[config.mk]
export PLATFORM = sky130hd
export DESIGN_NAME = instr_fetch_seq_flat
export DESIGN_NICKNAME = d
export VERILOG_FILES = /design/src/rtl/instr_fetch_seq_pkg.sv /design/src/rtl/instr_fetch_seq_if.sv /design/src/rtl/instr_fetch_seq_pc_unit.sv /design/src/rtl/instr_fetch_seq.sv /design/src/flat_wrapper.sv
export SDC_FILE = /design/constraint.sdc
export NUM_CORES = 1
export LEC_CHECK = 0
export CAP_MARGIN = 5
export CORE_AREA = 10 10 72 74
export DETAILED_ROUTE_END_ITERATION = 7
export DIE_AREA = 0 0 82 84
export GPL_TIMING_DRIVEN = 1
export PLACE_DENSITY = 0.77
export SLEW_MARGIN = 30
export SYNTH_ARGS = -nofsm -noshare
export SYNTH_HDL_FRONTEND = slang
export SYNTH_HIERARCHICAL = 1
export SYNTH_SLANG_ARGS = --single-unit
[constraint.sdc]
create_clock -name clk -period 2.69 [get_ports clk]
set_input_delay 0.538 -clock clk [delete_from_list [all_inputs] [get_ports clk]]
set_output_delay 0.538 -clock clk [all_outputs]
set_load 0.005 [all_outputs]
[src/rtl/instr_fetch_seq_pkg.sv]
// Shared definitions for the matrix-multiply core: instruction layout, opcodes and
// the sequencer FSM encoding.
package instr_fetch_seq_pkg;
    localparam int PC_W    = 12;
    localparam int OPC_W   = 5;
    localparam int INSTR_W = OPC_W + PC_W;

    localparam logic [OPC_W-1:0] OP_LDAC   = 5'd3;
    localparam logic [OPC_W-1:0] OP_LDIAC  = 5'd5;
    localparam logic [OPC_W-1:0] OP_STAC   = 5'd8;
    localparam logic [OPC_W-1:0] OP_MVAC   = 5'd9;
    localparam logic [OPC_W-1:0] OP_ADD    = 5'd19;
    localparam logic [OPC_W-1:0] OP_MULT   = 5'd20;
    localparam logic [OPC_W-1:0] OP_LSHIFT = 5'd21;
    localparam logic [OPC_W-1:0] OP_SUB    = 5'd22;
    localparam logic [OPC_W-1:0] OP_INAC   = 5'd23;
    localparam logic [OPC_W-1:0] OP_JPNZ   = 5'd24;
    localparam logic [OPC_W-1:0] OP_JMPZ   = 5'd26;
    localparam logic [OPC_W-1:0] OP_NOP    = 5'd28;
    localparam logic [OPC_W-1:0] OP_ENDOP  = 5'd31;

    localparam logic [2:0] S_IDLE  = 3'd0;
    localparam logic [2:0] S_FETCH = 3'd1;
    localparam logic [2:0] S_LATCH = 3'd2;
    localparam logic [2:0] S_EXEC  = 3'd3;
    localparam logic [2:0] S_HALT  = 3'd4;

    typedef struct packed {
        logic [OPC_W-1:0] opc;
        logic [PC_W-1:0]  opd;
    } instr_t;

    // Ops the sequencer resolves itself; everything else goes to the datapath.
    function automatic logic is_ctrl(input logic [OPC_W-1:0] op);
        return (op == OP_JPNZ) || (op == OP_JMPZ) || (op == OP_NOP) || (op == OP_ENDOP);
    endfunction
endpackage

[src/rtl/instr_fetch_seq_if.sv]
// Instruction-memory and datapath handshake bundle seen by the program sequencer.
interface instr_fetch_seq_if;
    import instr_fetch_seq_pkg::*;

    logic [PC_W-1:0]    imem_addr;
    logic [INSTR_W-1:0] imem_data;
    logic               z_flag;
    logic               instr_valid;
    logic               instr_ready;
    logic [OPC_W-1:0]   opcode;
    logic [PC_W-1:0]    operand;

    modport master (
        output imem_addr, instr_valid, opcode, operand,
        input  imem_data, z_flag, instr_ready
    );

    modport slave (
        input  imem_addr, instr_valid, opcode, operand,
        output imem_data, z_flag, instr_ready
    );
endinterface

[src/rtl/instr_fetch_seq_pc_unit.sv]
// Program counter: clear beats load beats increment; increment wraps modulo 2^PC_W.
module pc_unit
    import instr_fetch_seq_pkg::*;
(
    input  logic            clk,
    input  logic            rst,
    input  logic            clr,
    input  logic            ld,
    input  logic            inc,
    input  logic [PC_W-1:0] ld_val,
    output logic [PC_W-1:0] pc
);
    always_ff @(posedge clk or posedge rst) begin
        if (rst)      pc <= '0;
        else if (clr) pc <= '0;
        else if (ld)  pc <= ld_val;
        else if (inc) pc <= pc + 1'b1;
    end
endmodule

[src/rtl/instr_fetch_seq.sv]
// Program sequencer: FETCH/LATCH/EXEC loop over a 1-cycle-latency instruction memory,
// resolving control ops locally and forwarding the rest over valid/ready.
module instr_fetch_seq
    import instr_fetch_seq_pkg::*;
(
    input  logic                clk,
    input  logic                rst,
    input  logic                start,
    instr_fetch_seq_if.master   bus,
    output logic                busy,
    output logic                halted
);
    logic [2:0]      state, state_nx;
    instr_t          ir;
    logic [PC_W-1:0] pc;
    logic            pc_clr, pc_ld, pc_inc;
    logic            ctrl_op, accept;

    pc_unit u_pc (
        .clk    (clk),
        .rst    (rst),
        .clr    (pc_clr),
        .ld     (pc_ld),
        .inc    (pc_inc),
        .ld_val (ir.opd),
        .pc     (pc)
    );

    // Outputs decode straight from state so an async reset clears them immediately.
    assign ctrl_op         = is_ctrl(ir.opc);
    assign bus.imem_addr   = pc;
    assign bus.instr_valid = (state == S_EXEC) && !ctrl_op;
    assign bus.opcode      = ir.opc;
    assign bus.operand     = ir.opd;
    assign accept          = bus.instr_valid && bus.instr_ready;
    assign busy            = (state == S_FETCH) || (state == S_LATCH) || (state == S_EXEC);
    assign halted          = (state == S_HALT);

    always_comb begin
        state_nx = state;
        pc_clr   = 1'b0;
        pc_ld    = 1'b0;
        pc_inc   = 1'b0;
        case (state)
            S_IDLE, S_HALT: begin
                if (start) begin
                    pc_clr   = 1'b1;
                    state_nx = S_FETCH;
                end
            end
            S_FETCH: state_nx = S_LATCH;
            S_LATCH: state_nx = S_EXEC;
            S_EXEC: begin
                if (ir.opc == OP_ENDOP) begin
                    state_nx = S_HALT;
                end else if (ir.opc == OP_NOP) begin
                    pc_inc   = 1'b1;
                    state_nx = S_FETCH;
                end else if (ir.opc == OP_JPNZ) begin
                    pc_ld    = !bus.z_flag;
                    pc_inc   = bus.z_flag;
                    state_nx = S_FETCH;
                end else if (ir.opc == OP_JMPZ) begin
                    pc_ld    = bus.z_flag;
                    pc_inc   = !bus.z_flag;
                    state_nx = S_FETCH;
                end else if (accept) begin
                    pc_inc   = 1'b1;
                    state_nx = S_FETCH;
                end
            end
            default: state_nx = S_IDLE;
        endcase
    end

    always_ff @(posedge clk or posedge rst) begin
        if (rst) state <= S_IDLE;
        else     state <= state_nx;
    end

    always_ff @(posedge clk or posedge rst) begin
        if (rst)                  ir <= '0;
        else if (state == S_LATCH) ir <= bus.imem_data;
    end
endmodule

[src/flat_wrapper.sv]
// flat-port wrapper written by rule: the top's interface ports become plain ports
module instr_fetch_seq_flat import instr_fetch_seq_pkg::*;
  (clk, rst, start, busy, halted, bus_imem_addr, bus_instr_valid, bus_opcode, bus_operand, bus_imem_data, bus_z_flag, bus_instr_ready);
  instr_fetch_seq_if bus_i ();
  input  logic clk;
  input  logic rst;
  input  logic start;
  output logic busy;
  output logic halted;
  output wire logic [$bits(bus_i.imem_addr)-1:0] bus_imem_addr;
  output wire logic [$bits(bus_i.instr_valid)-1:0] bus_instr_valid;
  output wire logic [$bits(bus_i.opcode)-1:0] bus_opcode;
  output wire logic [$bits(bus_i.operand)-1:0] bus_operand;
  input wire logic [$bits(bus_i.imem_data)-1:0] bus_imem_data;
  input wire logic [$bits(bus_i.z_flag)-1:0] bus_z_flag;
  input wire logic [$bits(bus_i.instr_ready)-1:0] bus_instr_ready;
  assign bus_imem_addr = bus_i.imem_addr;
  assign bus_instr_valid = bus_i.instr_valid;
  assign bus_opcode = bus_i.opcode;
  assign bus_operand = bus_i.operand;
  assign bus_i.imem_data = bus_imem_data;
  assign bus_i.z_flag = bus_z_flag;
  assign bus_i.instr_ready = bus_instr_ready;
  instr_fetch_seq u_core (.clk(clk), .rst(rst), .start(start), .bus(bus_i), .busy(busy), .halted(halted));
endmodule
; ---- Yosys cells after proc, flatten, opt, wreduce, memory -nomap -nowiden
; Cells that the tools add are included.
[word_totals]
regBits = 32
rom_bits = 0
latch_bits = 0
word_cells = 51
out_inout_bits = 32
input_bits = 22
memories = 0
ramBits = 0
[op_classes]
n_shift = 0
n_mux = 23
multipliers = 0
eq_ne = 10
n_div = 0
n_lt_le_gt_ge = 0
add_sub_neg = 1
reduce_logical = 13
bitwise = 0
[op_table]
columns = op, n
row1 = $mux W12, 3
row2 = $eq A5 B5 Y1 const B, 4
row3 = $mux W3, 6
row4 = $mux W1, 13
row5 = $add A12 B1 Y12 const B, 1
row6 = $pmux W3 S4, 1
row7 = $eq A3 B2 Y1 const B, 2
row8 = $ne A6 B3 Y1 const B, 1
row9 = $logic_or A1 B1 Y1, 5
row10 = $eq A3 B1 Y1 const B, 1
row11 = $eq A3 B3 Y1 const B, 1
row12 = $logic_not A3 Y1, 1
row13 = $reduce_bool A3 Y1, 1
row14 = $logic_and A1 B1 Y1, 2
row15 = $logic_not A1 Y1, 2
row16 = $ne A2 B2 Y1 const B, 1
row17 = $reduce_and A2 Y1, 1
row18 = $reduce_or A2 Y1, 1

; ---- Depth between registers and ports, before layout
[depth]
word_depth = 16
depth_mapped = 8
mapped_depth_nobuf = 6

; ---- By module
; Netlist, hierarchy kept.
[by_module_without_submodules]
columns = module, cells_per_inst, seq_area_each_um2, instances, area_each_um2
row1 = instr_fetch_seq, 70, 500.5, 1, 912.1
row2 = pc_unit, 86, 300.3, 1, 772.0

; ---- Worst setup path before layout
; No wires, ideal clock.
[synth_timing]
path_type = register to register
from = reg u_core.ir, in the netlist u_core/bus.opcode[0]
to = reg u_core.u_pc.pc[8]
t_required_ns = 2.591
synth_period_minus_slack_ns = 2.238
arrival_time_ns = 2.138
setup_ns = 0.099
n_path_buf = 1
path_slack_ns = 0.452
path_stages_with_launch = 8
cell_sequence = dfrtp_1 > nand3b_1 > nor2b_1 > a2111oi_2 > buf_2 > nand4_4 > or4_1 > a311oi_1
[synth_via]
elab_chain_cells = 14
elab_cells_between_ends = 24
cone_classes = 4 x eq/ne / 13 x mux / 7 x reduce/logical
[synth_lines]
columns = item, line_no
row1 = start: declaration, instr_fetch_seq.sv:14  ; instr_t ir;
row2 = start signal: assignment, instr_fetch_seq.sv:83  ; else if (state == S_LATCH) ir <= bus.imem_data;
row3 = $eq A5 B5 Y1 (on tied branches), "instr_fetch_seq_pkg.sv:35, instr_fetch_seq.sv:59, instr_fetch_seq.sv:63"
row4 = $logic_or A1 B1 Y1 (3 in series), instr_fetch_seq_pkg.sv:35  ; return (op == OP_JPNZ) || (op == OP_JMPZ) || (op == OP_NOP) || (op == OP_ENDOP);
row5 = $logic_not A1 Y1, instr_fetch_seq.sv:32  ; assign bus.instr_valid = (state == S_EXEC) && !ctrl_op;
row6 = $logic_and A1 B1 Y1, instr_fetch_seq.sv:32
row7 = $logic_and A1 B1 Y1, instr_fetch_seq.sv:35  ; assign accept = bus.instr_valid && bus.instr_ready;
row8 = $mux W1, instr_fetch_seq.sv:67  ; end else if (accept) begin
row9 = $mux W1, instr_fetch_seq.sv:63  ; end else if (ir.opc == OP_JMPZ) begin
row10 = $mux W1, instr_fetch_seq.sv:59  ; end else if (ir.opc == OP_JPNZ) begin
row11 = $mux W1, instr_fetch_seq.sv:56  ; end else if (ir.opc == OP_NOP) begin
row12 = $mux W1 (*), instr_fetch_seq.sv:54  ; if (ir.opc == OP_ENDOP) begin
row13 = $mux W1 (*), instr_fetch_seq.sv:44  ; case (state)
row14 = via u_core.pc_inc, instr_fetch_seq.sv:16  ; logic pc_clr, pc_ld, pc_inc;
row15 = $reduce_bool A3 Y1 (no line) (*), --
row16 = end signal: assignment, instr_fetch_seq_pc_unit.sv:16  ; else if (ld) pc <= ld_val;
row17 = end signal: assignment, instr_fetch_seq_pc_unit.sv:17  ; else if (inc) pc <= pc + 1'b1;
row18 = end: declaration, instr_fetch_seq_pc_unit.sv:11  ; output logic [PC_W-1:0] pc
; The timed path passes the listed nets; every way through them passes the cells marked *.
; A chain may end at the register's enable or synchronous reset.

; ---- Final worst setup path
[layout_timing]
from = in bus_z_flag
to = reg u_core.u_pc.pc[10]
[layout_via]
elab_chain_cells = 7
elab_cells_between_ends = 14
cone_classes = 12 x mux / 2 x reduce/logical
[layout_lines]
columns = item, line_no
row1 = start: declaration, flat_wrapper.sv:15  ; input wire logic [$bits(bus_i.z_flag)-1:0] bus_z_flag;
row2 = $logic_not A1 Y1, instr_fetch_seq.sv:65  ; pc_inc = !bus.z_flag;
row3 = $mux W1, instr_fetch_seq.sv:63
row4 = $mux W1 (*), instr_fetch_seq.sv:59
row5 = $mux W1 (*), instr_fetch_seq.sv:56
row6 = $mux W1 (*), instr_fetch_seq.sv:54
row7 = $mux W1 (*), instr_fetch_seq.sv:44
row8 = via u_core.pc_inc, instr_fetch_seq.sv:16
row9 = $reduce_bool A3 Y1 (no line) (*), --
; Marks and branches as above.

==> results.cfg <==
[power_and_ir_drop]
swShare_pct = 33.5
ir_worst_vdd_v = 0.000595
internal_power_mw = 1.61
comb_power_share_pct = 45.6
p_total_mw = 2.42
pwr_density_cell_nw_per_um2 = 1020
p_leak_nw = 0.940
pwr-share-seq_pct = 39.0
p_clk_share_pct = 15.5
power_switching_mw = 0.811

[yosys]
synthDistinctLibCells = 45
synthMuxAreaShare_pct = 11.4
synthAdderAreaFrac_pct = 0.743
yosysTopAreaCellShare_pct = 47.5
syn_area_per_cell_um2 = 10.8
synth.area.top_cells = dfrtp_1 (48%), mux2_2 (11%), xor2_1 (2.6%)
synth-compound-area-share_pct = 12.2
seq_area_frac_synth_pct = 47.5
ys_warn_count = 6
synthSimpleGateAreaFrac_pct = 19.6
syn-instance-count = 156
synth_largest_area_cell = dfrtp_1
synth_fp_nets = 179
synth_top_family_by_area = simple AND/OR/NAND/NOR gates
ys_ff_latch = 32
syn-cell-area_um2 = 1680
synth_xor_area_share_pct = 3.12

[global_routing]
grt_pass1_wl_mm = 7.00
antenna_found_initial = 0
first_global_vias = 1396
grt-ovfl-total = 0
grt_max_degree = 21
grtUsageTotal_pct = 12.6

[floorplanning]
start_util_pct = 43.7
ios = 54
dieArea_um2 = 6890
die_x_um = 82
coreArea_um2 = 3860
rows = 23
die_h_um = 84

[route]
drtIter0Drc = 160
via_per_inst = 5.52
wl_mm = 4.11
ant_nets = 0
avgRoutedWirePerCell_um = 15.4
dr.pass1.iters = 7
vias = 1467
post-route-drc-count = 0

[cts]
hold_buffers = 0
clk_pin_slew_ns = 0.06
clkLatencyLatePin_ns = 0.28
h-tree-depth = 2
clock-sinks = 32
cts_setup_buffers = 0
cts-buffers-inserted = 5
cts.path.max_buffers = 2
cts_tree = yes
post_cts_resized = 0
cts-root-buf = clkbuf_8

[setup_path]
crit_fanout = 7
critPathCaptureType = register
start_kind = input pin
crit_arrival_ns = 2.68
r2r-start = u_core/bus.opcode[0]$_DFFE_PP0P_
rrSetupSlack_ns = 0.33
setup.worst_path.class = in -> reg
crit_required_ns = 2.91
worst_r2r_path_depth = 8
reg2reg_to = u_core/u_pc/pc[10]$_DFFE_PP0P_

[sta]
fin_ws_ns = 0.232
rsz0062_at_grt = false
hold_viol = 0
fin_setup_tns_ns = 0
post-route-min-period_ns = 2.46
slew_headroom_pct = 50.4
fmax_mhz = 407
fin_skew_ns = 0.00283
fin_hold_ws_ns = 0.539
tightest_slew_ns = 0.744
maxSlewViolCount = 0
setup_viol = 0
fin_crit_sh_pct = 91.4

[cells_and_area]
area_growth_pct = 40.4
antenna_cells = 0
mostFrequentLayoutCells = clkdlybuf4s50_1 (53), dfrtp_1 (32), mux2_2 (17)
finish.utilization_pct = 61.3
final_cells = 266
finalInstanceArea_um2 = 2360
layout-drive-gt1-share_pct = 17.6
final_common_cell = clkdlybuf4s50_1
nets = 238

[min_path]
min_to = u_core/bus.operand[2]$_DFFE_PP0P_
whs_path_depth = 1
hp-class = reg -> reg
hp-start = u_core/bus.operand[2]$_DFFE_PP0P_

[placed_design]
dp.cells = 258
place_area_um2 = 2270
place_hpwl_mm = 3.20
place.gp.congestion = 0.839
place_ws_ns = -0.0624
portBuffers = 53

[run_status]
status = finished clean

[run]
drv_cap = 0
[worst max path at each step]
stage,to,startpoint,depth (start not counted)
6_report,u_core/u_pc/pc[10]$_DFFE_PP0P_,bus_z_flag,9
3_5_place_dp,u_core/u_pc/pc[8]$_DFFE_PP0P_,bus_z_flag,8
4_1_cts,u_core/u_pc/pc[10]$_DFFE_PP0P_,bus_z_flag,9
5_1_grt,u_core/u_pc/pc[8]$_DFFE_PP0P_,bus_z_flag,8
2_1_floorplan,u_core/u_pc/pc[8]$_DFFE_PP0P_,u_core/bus.opcode[0]$_DFFE_PP0P_,7
3_3_place_gp,u_core/u_pc/pc[10]$_DFFE_PP0P_,bus_z_flag,9
[worst max-delay path, stage by stage]
cell and delay [ns]:
clkdlybuf4s50_1 0.46, nand2b_1 0.10, o22ai_1 0.08, a2111oi_2 0.40, buf_4 0.23, nand4_4 0.12
buf_4 0.17, or4_1 0.51, nand3_1 0.09
[cells by family after synthesis]
| family | Yosys count |
|---|---|
| buffers and inverters | 17 |
| AOI/OAI and AO/OA | 28 |
| and+or+nand+nor | 55 |
| muxes | 17 |
| adders and majority gates | 1 |
| xor gates and xnor gates | 6 |
| DFF | 32 |
[synth_stat cells, drive strengths merged]
cell and number:
dfrtp 32, mux2 17, nand2 10, nor2 10, inv 8, nand3 7
nand4 5, xor2 5, a21oi 4, buf 4, clkbuf 4, o21ai 4
a211oi 3, a311oi 3, a31o 3, and4 3, nor4 3, or3 3
a31oi 2, and3b 2, nand2b 2, nand3b 2, nor3b 2, o22ai 2
o31ai 2, or4 2, a2111oi 1, a41oi 1, and2 1, and3 1
clkinv 1, ha 1, nor2b 1, nor4bb 1, o211ai 1, o311a 1
o32ai 1, xnor2 1
[final cells by class]
cell class                 count  area [µm²]
clock buffer                   6        82.6
clock inverter                 2        10.0
fill                         338        1490
inverter                       9        33.8
multi-input combinational    107         792
sequential                    32         801
tap                           50        62.6
timing repair buffer          60         583
[power groups by stage]
| stage | clock network [mW] | registers, mW | logic, mW |
|---|---|---|---|
| after detailed placement | 0 | 0.955 | 1.12 |
| after floorplan | 0 | 0.895 | 0.623 |
| after global placement | 0 | 0.948 | 1.11 |
| after CTS | 0.385 | 0.948 | 1.12 |
| final | 0.375 | 0.944 | 1.10 |
| after global routing | 0.412 | 0.993 | 1.21 |
[per-layer routing]
| metal | routed length (µm) | vias up | GRT usage [%] |
|---|---|---|---|
| li1 | - | 705 | - |
| met1 | 1730 | 702 | 16.0 |
| met2 | 1880 | 56 | 18.1 |
| met3 | 466 | 4 | 6.68 |
| met4 | 25 | 0 | 3.25 |
| met5 | 0 | - | 0 |
[sequential cells by signal, summed over array words and instances, names as in the netlist]
name,flops
u_core/bus.operand,12
u_core/state,3
u_core/bus.opcode,5
u_core/u_pc/pc,12
Note: power is estimated with default switching activity, not from simulation.
==> edit (config.mk and constraints unchanged) <==
Set the package constant `PC_W` to 6 (it was 12).
--- a/src/rtl/instr_fetch_seq_pkg.sv
+++ b/src/rtl/instr_fetch_seq_pkg.sv
@@ -2,5 +2,5 @@
 // the sequencer FSM encoding.
 package instr_fetch_seq_pkg;
-    localparam int PC_W    = 12;
+    localparam int PC_W    = 6;
     localparam int OPC_W   = 5;
     localparam int INSTR_W = OPC_W + PC_W;
Ports: changed (resized bus_imem_addr, bus_imem_data and bus_operand); port bits go from 54 to 36. The function was not compared with the original's and may differ.
==> edit against the original RTL <==
Design area decreased by 36%. Worst setup slack better by 0.29 ns. Sequential cell count fell by 12. Clock skew hardly changed. Hold slack got worse by 0.0047 ns. Non-clock buffer count is 23 lower. Area after synthesis fell by 40%. Routed wire length fell by 40%. Count of clock-buffer cells in the layout fell by 3. Total power down 28%. Critical path type is now reg2out. Critical endpoint is now bus_instr_valid.
==> edit: results (changes against the original RTL) <==
* Status: finished, final reports clean (unchanged)
* First-pass GRT wire length at 4200 um (was 7000 um)
* Final hold slack at 0.534 ns (was 0.539 ns)
* Largest net degree at the start of global routing at 15 (was 21)
* CP max FO at 5 (was 7)
* Final Net Count at 149 (was 238)
* Clk Tree Root Cell: clkbuf_8 (unchanged)
* Post-Route Skew at 0.00327 ns (was 0.00283 ns)
* Static leakage at 0.645 nW (was 0.940 nW)
* GPL Wtd Cong at 0.803 (was 0.839)
* Worst slew pin tran at 0.547 ns (was 0.744 ns)
* Clock network power at 0.297 mW (was 0.375 mW)
* Hold crit path type: in2async (was reg2reg)
* DP Cell Count at 177 (was 258)
* Total length of routed wires at 2470 um (was 4110 um)
* Post-synthesis cell type count at 29 (was 45)
* Vias in the first global route at 894 (was 1396)
* Synth cell count leaders: dfrtp_1 (20), mux2_4 (10), nand2_1 (10), nor2_1 (7) (was dfrtp_1 (32), mux2_2 (17), nand2_1 (10), nor2_1 (10), inv_1 (8))
* Via count at 811 (was 1467)
* Count of buffers from port buffering at 35 (was 53)
* H-Tree Depth at 1 (was 2)
* Multi-input logic area at 480 sq um (was 792 sq um)
* Reg2reg end: u_core/u_pc/pc[5] (was u_core/u_pc/pc[10])
* R2R depth at 7 (was 8)
* CTS buffer count at 3 (was 5)
* Place WS at 0.383 ns (was -0.0624 ns)
* DRT Pass-1 Iters at 2 (was 7)
* Dpl hpwl at 2010 um (was 3200 um)
* Seq/Total Area, Yosys at 49.3% (was 47.5%)
* Global Route Usage Sum at 7.59% (was 12.6%)
* Worst skew pair latency at 0.25 ns (was 0.28 ns)
* Ranking of synthesized cells by area: dfrtp_1 (49%), mux2_4 (15%), xor2_1 (4.3%) (was dfrtp_1 (48%), mux2_2 (11%), xor2_1 (2.6%))
* Net Sw Frac at 31.8% (was 33.5%)
* Synth Instances at 91 (was 156)
* Reg-to-reg slack, setup at 0.78 ns (was 0.33 ns)
* CP Data Arrival Time at 1.63 ns (was 2.68 ns)
* Comb pwr share at 47.7% (was 45.6%)
* WL per Instance at 13.6 um (was 15.4 um)
* Max rail drop VDD at 0.000507 V (was 0.000595 V)
* Register clock-pin slew on the reported worst setup and hold paths at 0.08 ns (was 0.06 ns)
* Share of layout cells above drive strength 1 at 15.3% (was 17.6%)
* Fillcell total at 394 (was 338)
* Syn Nets at 108 (was 179)
* Placed cell areas at 1430 sq um (was 2270 sq um)
* Initial drt markers at 37 (was 160)
* Cell Pwr Density at 1160 nW/um^2 (was 1020 nW/um^2)
* R2r startpoint: u_core/state[2] (was u_core/bus.opcode[0])
## edit: final cells by class
class | instances | share of cell area (%)
clock buffer | 3 | 2.75
clock inverter | 1 | 2.00
inverter | 6 | 1.50
multi-input combinational | 64 | 32.0
sequential | 20 | 33.3
tap | 50 | 4.16
timing repair buffer | 37 | 24.3
## edit: worst max-delay path by stage
| stage | start | cells past startpoint | slack, ns | to |
|---|---|---|---|---|
| after global placement | bus_z_flag | 7 | 0.43 | u_core/u_pc/pc[5] |
| after CTS | u_core/state[2] | 4 | 0.51 | bus_instr_valid |
| after global routing | u_core/state[2] | 4 | 0.44 | bus_instr_valid |
| after floorplan | u_core/state[2] | 6 | 0.61 | u_core/u_pc/pc[5] |
| after detailed placement | bus_z_flag | 7 | 0.38 | u_core/u_pc/pc[5] |
| final | u_core/state[2] | 4 | 0.52 | bus_instr_valid |
## edit: per-layer routing
metal  routed length (um)  vias to the layer above  global-route usage [%]
li1                     -                      402                       -
met1                  998                      390                    8.02
met2                 1330                       17                    13.3
met3                  102                        2                    1.51
met4                   40                        0                    4.18
met5                    0                        -                       0
## edit: critical path: stages (launching register included)
cell and delay [ns]:
dfrtp_1 0.42, and2b_2 0.23, nand2_1 0.11, nor2_1 0.12, clkdlybuf4s50_1 0.51
## edit: kinds of logic (layout without fill, tap and decap cells)
| group | Yosys count | in the layout | synth area share, % |
|---|---|---|---|
| compound gates | 15 | 15 | 9.99 |
| fa+ha+maj | 1 | 1 | 1.23 |
| buf+inv | 7 | 47 | 3.33 |
| flops | 20 | 20 | 49.3 |
| mux | 12 | 12 | 17.0 |
| xor+xnor | 5 | 5 | 4.32 |
| simple gates | 31 | 31 | 14.8 |
